--- config.mk ---
export PLATFORM = sky130hd
export DESIGN_NAME = uart_cmd_parser
export DESIGN_NICKNAME = d
export VERILOG_FILES = /design/src/rtl/dds_cmd_pkg.sv /design/src/rtl/uart_cmd_parser.sv
export SDC_FILE = /design/constraint.sdc
export NUM_CORES = 1
export LEC_CHECK = 0
export ABC_CLOCK_PERIOD_IN_PS = 2600
export CAP_MARGIN = 20
export CORE_MARGIN = 2
export CORE_UTILIZATION = 50
export DETAILED_ROUTE_END_ITERATION = 6
export DONT_BUFFER_PORTS = 1
export GPL_ROUTABILITY_DRIVEN = 1
export PLACE_DENSITY = 0.79
export SLEW_MARGIN = 10
export SYNTH_ARGS = -nofsm -noshare
export SYNTH_HDL_FRONTEND = slang
export SYNTH_SLANG_ARGS = --single-unit
--- constraint.sdc ---
create_clock -name sys_clk -period 2.6 [get_ports sys_clk]
set_clock_uncertainty 0.1 [all_clocks]
set_input_delay 0.65 -clock sys_clk [delete_from_list [all_inputs] [get_ports sys_clk]]
set_output_delay 0.65 -clock sys_clk [all_outputs]
set_load 0.01 [all_outputs]
--- src/rtl/dds_cmd_pkg.sv ---
// Shared constants for the UART command parser that programs the DDS core.
// Latency: n/a (declarations only).
// Backpressure: n/a (declarations only).
package dds_cmd_pkg;

  // Frame delimiter and opcodes
  localparam logic [7:0] HDR_BYTE = 8'h55;
  localparam logic [7:0] OP_FREQ  = 8'h01;
  localparam logic [7:0] OP_PHASE = 8'h02;
  localparam logic [7:0] OP_WAVE  = 8'h03;

  // wave_sel encoding
  localparam logic [1:0] WAVE_SINE     = 2'd0;
  localparam logic [1:0] WAVE_TRIANGLE = 2'd1;
  localparam logic [1:0] WAVE_SQUARE   = 2'd2;
  localparam logic [1:0] WAVE_SAWTOOTH = 2'd3;

  // Parser FSM
  typedef enum logic [1:0] {
    ST_IDLE    = 2'd0,
    ST_OPCODE  = 2'd1,
    ST_PAYLOAD = 2'd2,
    ST_CHECK   = 2'd3
  } state_e;

  // True for opcodes that map to a register
  function automatic logic is_known_op(input logic [7:0] op);
    return (op == OP_FREQ) || (op == OP_PHASE) || (op == OP_WAVE);
  endfunction

endpackage

--- src/rtl/uart_cmd_parser.sv ---
// Parses 7-byte UART frames (55 op P3 P2 P1 P0 csum) into DDS config registers.
// Latency: register write + cfg_update/frame_err visible the cycle after the checksum byte edge.
// Backpressure: none; one byte per rx_done rising edge. Optional inter-byte timeout: UART_CMD_TIMEOUT_EN.
module uart_cmd_parser
  import dds_cmd_pkg::*;
#(
  parameter int unsigned FREQ       = 50000000,
  parameter int unsigned TIMEOUT_US = 1000
) (
  input  logic        sys_clk,
  input  logic        sys_rst_n,
  input  logic [7:0]  rx_data,
  input  logic        rx_done,
  output logic [31:0] freq_word,
  output logic [15:0] phase_word,
  output logic [1:0]  wave_sel,
  output logic        cfg_update,
  output logic        frame_err
);

  // Timeout length in sys_clk cycles; a zero-length timeout is meaningless.
  localparam int unsigned TMO_CYCLES = FREQ / 1000000 * TIMEOUT_US;

  if (TMO_CYCLES == 0) begin : g_bad_cfg
    $error("uart_cmd_parser: FREQ/1000000*TIMEOUT_US must be at least 1");
  end

  state_e      state_q, state_d;
  logic [7:0]  opcode_q, opcode_d;
  logic [7:0]  csum_q, csum_d;
  logic [31:0] buf_q, buf_d;
  logic [1:0]  cnt_q, cnt_d;
  logic        rx_done_q, rx_done_d;
  logic [31:0] freq_word_q, freq_word_d;
  logic [15:0] phase_word_q, phase_word_d;
  logic [1:0]  wave_sel_q, wave_sel_d;
  logic        cfg_update_q, cfg_update_d;
  logic        frame_err_q, frame_err_d;
  logic        byte_edge;
  logic        tmo_expired;

  // A held rx_done level counts once: only the low-to-high transition is a byte.
  assign byte_edge = rx_done & ~rx_done_q;
  assign rx_done_d = rx_done;

`ifdef UART_CMD_TIMEOUT_EN
  logic [31:0] tmo_cnt_q, tmo_cnt_d;

  // Timeout counter: reload on every accepted byte, count down while mid-frame.
  // A byte edge in the expiry cycle wins because expiry is masked by byte_edge.
  always_comb begin
    tmo_cnt_d   = tmo_cnt_q;
    tmo_expired = 1'b0;
    if (byte_edge) begin
      tmo_cnt_d = 32'(TMO_CYCLES - 1);
    end else if (state_q != ST_IDLE) begin
      if (tmo_cnt_q == 32'd0) begin
        tmo_expired = 1'b1;
      end else begin
        tmo_cnt_d = tmo_cnt_q - 32'd1;
      end
    end
  end

  // Timeout counter register
  always_ff @(posedge sys_clk or negedge sys_rst_n) begin
    if (!sys_rst_n) begin
      tmo_cnt_q <= '0;
    end else begin
      tmo_cnt_q <= tmo_cnt_d;
    end
  end
`else
  assign tmo_expired = 1'b0;
`endif

  // Next-state, frame assembly, checksum and register commit.
  always_comb begin
    state_d      = state_q;
    opcode_d     = opcode_q;
    csum_d       = csum_q;
    buf_d        = buf_q;
    cnt_d        = cnt_q;
    freq_word_d  = freq_word_q;
    phase_word_d = phase_word_q;
    wave_sel_d   = wave_sel_q;
    cfg_update_d = 1'b0;
    frame_err_d  = 1'b0;

    if (byte_edge) begin
      case (state_q)
        ST_IDLE: begin
          // Anything other than the header is line noise and dropped silently
          if (rx_data == HDR_BYTE) begin
            state_d = ST_OPCODE;
          end
        end
        ST_OPCODE: begin
          opcode_d = rx_data;
          csum_d   = rx_data;
          cnt_d    = 2'd0;
          state_d  = ST_PAYLOAD;
        end
        ST_PAYLOAD: begin
          buf_d  = {buf_q[23:0], rx_data};
          csum_d = csum_q + rx_data;
          cnt_d  = cnt_q + 2'd1;
          if (cnt_q == 2'd3) begin
            state_d = ST_CHECK;
          end
        end
        ST_CHECK: begin
          state_d = ST_IDLE;
          if ((rx_data == csum_q) && is_known_op(opcode_q)) begin
            cfg_update_d = 1'b1;
            case (opcode_q)
              OP_FREQ:  freq_word_d  = buf_q;
              OP_PHASE: phase_word_d = buf_q[15:0];
              default:  wave_sel_d   = buf_q[1:0];
            endcase
          end else begin
            frame_err_d = 1'b1;
          end
        end
        default: state_d = ST_IDLE;
      endcase
    end else if (tmo_expired) begin
      state_d     = ST_IDLE;
      frame_err_d = 1'b1;
    end
  end

  // State and datapath registers; reset drops any partial frame.
  always_ff @(posedge sys_clk or negedge sys_rst_n) begin
    if (!sys_rst_n) begin
      state_q      <= ST_IDLE;
      opcode_q     <= '0;
      csum_q       <= '0;
      buf_q        <= '0;
      cnt_q        <= '0;
      rx_done_q    <= 1'b0;
      freq_word_q  <= '0;
      phase_word_q <= '0;
      wave_sel_q   <= WAVE_SINE;
      cfg_update_q <= 1'b0;
      frame_err_q  <= 1'b0;
    end else begin
      state_q      <= state_d;
      opcode_q     <= opcode_d;
      csum_q       <= csum_d;
      buf_q        <= buf_d;
      cnt_q        <= cnt_d;
      rx_done_q    <= rx_done_d;
      freq_word_q  <= freq_word_d;
      phase_word_q <= phase_word_d;
      wave_sel_q   <= wave_sel_d;
      cfg_update_q <= cfg_update_d;
      frame_err_q  <= frame_err_d;
    end
  end

  assign freq_word  = freq_word_q;
  assign phase_word = phase_word_q;
  assign wave_sel   = wave_sel_q;
  assign cfg_update = cfg_update_q;
  assign frame_err  = frame_err_q;

endmodule
### Word-level counts from Yosys, hierarchy flattened

Index checks and enable logic that the tools add are counted.
Widths: inputs -> output; s select.

| cells by class | value |
|---|---|
| bitwise logic cells | 3 |
| add/sub/neg operators | 2 |
| reduce and logical (&&, ||, !) cells | 13 |
| equality and inequality tests | 11 |
| mux-type cells | 11 |

Operators with widths:

| kind | count |
|---|---|
| $eq 8x2->1 const B | 2 |
| $pmux 8 s2 | 1 |
| $reduce_and 4->1 | 3 |
| $add 8x8->8 | 1 |
| $eq 8x1->1 const B | 1 |
| $eq 8x7->1 const B | 1 |
| $eq 8x8->1 | 1 |
| $pmux 2 s4 | 1 |
| $eq 2x2->1 const B | 3 |
| $mux 1 | 6 |
| $reduce_and 2->1 | 3 |
| $mux 2 | 2 |
| $ne 2x2->1 const B | 2 |
| $pmux 2 s2 | 1 |
| $reduce_and 3->1 | 1 |
| $add 2x1->2 const B | 1 |
| $eq 2x1->1 const B | 1 |
| $logic_not 2->1 | 1 |
| $logic_or 1x1->1 | 2 |
| $not 1->1 | 2 |
| $reduce_bool 2->1 | 1 |
| $reduce_or 2->1 | 1 |
| $and 1x1->1 | 1 |
| $logic_and 1x1->1 | 1 |

| storage, ports and cells | value |
|---|---|
| register bits after elaboration | 105 |
| input bits | 11 |
| word-level logic and storage cells | 51 |

### Depth between registers and ports, before layout

| depth | value |
|---|---|
| word-level depth | 7 |
| depth in mapped cells | 8 |

### Worst setup path after synthesis

No wires, ideal clock.

| path | value |
|---|---|
| path type | input to register |
| start | input rx_data[3] |
| end | register phase_word_q[10] (netlist: phase_word[10]) |
| data required time | 2.375 ns |
| setup slack | -0.354 ns |
| data arrival time | 2.729 ns |
| setup time | 0.125 ns |
| stages on the path | 7 |
| cell sequence | ha_1 or4_1 nor2_1 nand4_2 nor3b_4 buf_6 mux2_2 |

| between the ends | value |
|---|---|
| cells in the longest elaborated chain, start to end | 3 |

Ends and longest elaborated chain:

| item | RTL line | text |
|---|---|---|
| start, declared | uart_cmd_parser.sv:12 | `input logic [7:0] rx_data,` |
| $eq 8x8->1 | uart_cmd_parser.sv:114 | `if ((rx_data == csum_q) && is_known_op(opcode_q)) begin` |
| $logic_and 1x1->1 | uart_cmd_parser.sv:114 |  |
| $reduce_and 4->1 (no line) | - |  |
| end signal, assigned | uart_cmd_parser.sv:155 | `phase_word_q <= phase_word_d;` |
| end, declared | uart_cmd_parser.sv:35 | `logic [15:0] phase_word_q, phase_word_d;` |

Every way passes these cells.
A chain may end at the register's enable or synchronous reset.

### Worst setup path after layout

| path | value |
|---|---|
| start | register csum_q[2] |
| end | register phase_word_q[3] (netlist: phase_word[3]) |

| between the ends | value |
|---|---|
| cells in the longest elaborated chain, start to end | 3 |

Ends and longest elaborated chain:

| item | RTL line | text |
|---|---|---|
| start, declared | uart_cmd_parser.sv:30 | `logic [7:0] csum_q, csum_d;` |
| start signal, assigned | uart_cmd_parser.sv:150 | `csum_q <= csum_d;` |
| $eq 8x8->1 | uart_cmd_parser.sv:114 |  |
| $logic_and 1x1->1 | uart_cmd_parser.sv:114 |  |
| $reduce_and 4->1 (no line) | - |  |

Every way passes these cells.

==> results.sh <==
export IMPL_status="finished with violations"
export IMPL_violations="hold timing"
export IMPL_first_pass_iters=4
export IMPL_overflow=0
export IMPL_ys_flop_type="dfrtp_1"
export IMPL_antenna_found_initial=0
export IMPL_r2r_end="phase_word[3]"
export IMPL_timing_final_max_slew_violations=0
export IMPL_crit_arrival_ns=2.72
export IMPL_period_share=0.986
export IMPL_r2r_start="csum_q[2]"
export IMPL_synth_nets=335
export IMPL_peakVddDrop_uv=519
export IMPL_hold_viol=105
export IMPL_area_growth_pct=17.0
export IMPL_cp_max_fo=16
export IMPL_clockRootBuffer="clkbuf_8"
export IMPL_routed_wl_mm=8.38
export IMPL_yosys_area_top_type="dfrtp_1"
export IMPL_n_antenna_cell=0
export IMPL_clock_latency_ns=0.36
export IMPL_max_freq_mhz=390
export IMPL_grt_first_pass_wirelength_mm=13.8
export IMPL_io_buffers=0
export IMPL_grt_use_total=0.182
export IMPL_crit_path_end_kind="flip-flop"
export IMPL_place_gp_congestion=0.809
export IMPL_drcViolationCount=0
export IMPL_synth_avg_cell_area_sq_um=14.4
export IMPL_fp_dieH_microns=98.6
export IMPL_setup_viol=0
export IMPL_clockBufferDepth=2
export IMPL_worstPathCellList="ha_4 -> or4_4 -> nor2_4 -> nand4_4 -> buf_6 -> nor3b_4 -> buf_12 -> mux2_2"
export IMPL_cts_tree="done"
export IMPL_crit_start="csum_q[2]"
export IMPL_cts_htree_levels=3
export IMPL_endpoint="phase_word[3]"
export IMPL_netlist_area_sq_mm=0.00447
export IMPL_grt_max_degree=106
export IMPL_clk_pin_slew_ns=0.10
export IMPL_ys_seq_elements=105
export IMPL_start_util=0.516
export IMPL_hp_class="in2async"
export IMPL_ff2ff_path_depth=8
export IMPL_cp_num_cells=8
export IMPL_synth_common_cells="dfrtp_1 (105), mux2_2 (87), nand2_1 (17)"
export IMPL_rsz0062_at_grt="yes"
export IMPL_fin_nets=353
export IMPL_yosysMostFrequentCell="dfrtp_1"
export IMPL_grt_pass1_vias=2646
export IMPL_async_flop_share=1.00
export IMPL_leakagePower_nw=2.46
export IMPL_ys_seq_area_frac=0.587
export IMPL_worst_pin_slew_ns=0.423
export IMPL_power_density_mw_per_mm2=858
export IMPL_drive_gt1_frac=0.417
export IMPL_hold_slack_ns=-0.133
export IMPL_synth_warnings=0
export IMPL_cpPeakStageDelay_ns=0.54
export IMPL_path_buf_inv=2
export IMPL_synth_edf_count=0
export IMPL_synth_area_leaders="dfrtp_1 (59%), mux2_2 (22%), ha_1 (3.6%)"
export IMPL_hpwlAfterDp_mm=5.46
export IMPL_ys_types=36
export IMPL_io_pins=63
export IMPL_required_ns=2.75
export IMPL_num_rows=34
export IMPL_die_w_microns=98.6
export IMPL_avgRoutedWirePerCell_microns=19.0
export IMPL_vias_per_cell=5.65
export IMPL_critPathLaunchType="flip-flop"
export IMPL_drtIter0Drc=89
export IMPL_period_needed_ns=2.56
export IMPL_clock_sinks=105
export IMPL_timing_slew_headroom=0.718
export IMPL_total_power_mw=4.49
export IMPL_core_area_sq_mm=0.00868
export IMPL_max_cap_violations=0
export IMPL_worstSetupPathType="reg2reg"
export IMPL_cts_inserted_buffers=9
export IMPL_dieArea_sq_mm=0.00972
export IMPL_cpLargestDelayFamily="simple AND/OR/NAND/NOR gates"
export IMPL_synth_top_area_frac=0.587
export IMPL_postSynthCellCount=310
export IMPL_reg2reg_slack_ns=0.04
export IMPL_via_count=2492
export IMPL_ant_nets=0
export IMPL_worst_path_max_delay_cell="or4_4"
registers in the layout, summed over array words and instances (netlist names):
register and flops:
cfg_update 1, freq_word 32, buf_q 32, wave_sel 2, state_q 2, frame_err 1, cnt_q 2, rx_done_q 1
opcode_q 8, csum_q 8, phase_word 16
cells in the final DEF (no fill, tap or decap), types with 4 or more instances in the layout:
cell type	count
ha_1	9
a21oi_1	9
inv_1	5
mux2_4	43
clkbuf_8	9
xnor2_1	4
nand2_1	17
ha_4	4
o21ai_0	14
mux2_2	47
mux2i_1	7
dfrtp_1	105
buf_4	12
cell families after synthesis:
kind of cell | count (synthesis) | share of synthesized area
XOR/XNOR | 7 | 0.0137
AND/OR/NAND/NOR | 37 | 0.0523
flip-flops | 105 | 0.587
buffers and inverters | 17 | 0.0218
AO/OA/AOI/OAI | 33 | 0.0419
multiplexers | 97 | 0.242
adder cells (fa/ha/maj) | 14 | 0.0408
through the flow:
stage / TNS, ns / util / setup slack, ns / instances / area, sq um
2_1_floorplan: -5.04 / - / -0.159 / 310 / 4680
3_3_place_gp: -6.45 / 0.560 / -0.189 / 419 / 4860
3_5_place_dp: -7.64 / 0.560 / -0.226 / 419 / 4860
4_1_cts: 0 / 0.595 / 0.0147 / 440 / 5170
5_1_grt: -0.246 / 0.603 / -0.0476 / 441 / 5230
6_report: 0 / 0.603 / 0.0363 / 441 / 5230
area by class of cell:
class | count | area (sq um)
Multi-Input combinational cell | 188 | 2000
Clock inverter | 7 | 75.1
Tap cell | 108 | 135
Fill cell | 654 | 3440
Timing Repair Buffer | 19 | 249
Sequential cell | 105 | 2630
Inverter | 5 | 18.8
Clock buffer | 9 | 124
worst min path at each step:
| stage | cells past startpoint | from | slack [ns] | end |
|---|---|---|---|---|
| 6_report | 0 | sys_rst_n | -0.13 | freq_word[31] |
| 5_1_grt | 0 | sys_rst_n | -0.17 | freq_word[30] |
| 4_1_cts | 0 | sys_rst_n | -0.16 | freq_word[14] |
| 2_1_floorplan | 0 | sys_rst_n | 0.25 | buf_q[0] |
| 3_5_place_dp | 0 | sys_rst_n | 0.26 | freq_word[31] |
| 3_3_place_gp | 0 | sys_rst_n | 0.26 | freq_word[31] |
metal layers:
layer | global-route usage | up-vias | part of all wire
met5 | 0 | - | 0
li1 | - | 1151 | -
met4 | 0.0464 | 0 | 0.011
met1 | 0.238 | 1262 | 0.45
met3 | 0.0660 | 8 | 0.058
met2 | 0.290 | 71 | 0.48
timing repair:
| item | in CTS | in global routing |
|---|---|---|
| gates cloned | 2 | 1 |
| endpoints found under the setup margin | 2 | 50 |
| gates resized for setup | 5 | 7 |
| pin swaps | 3 | 2 |
| setup buffers | 3 | 0 |
| hold endpoints to repair | 105 | 105 |
where the power goes:
group	internal, mW	leakage, nW	switching, mW
sequential	2.01	1.39	0.358
combinational	0.656	0.971	0.503
clock	0.378	0.102	0.592
total	3.04	2.46	1.45
(Power assumes the default switching activity.)
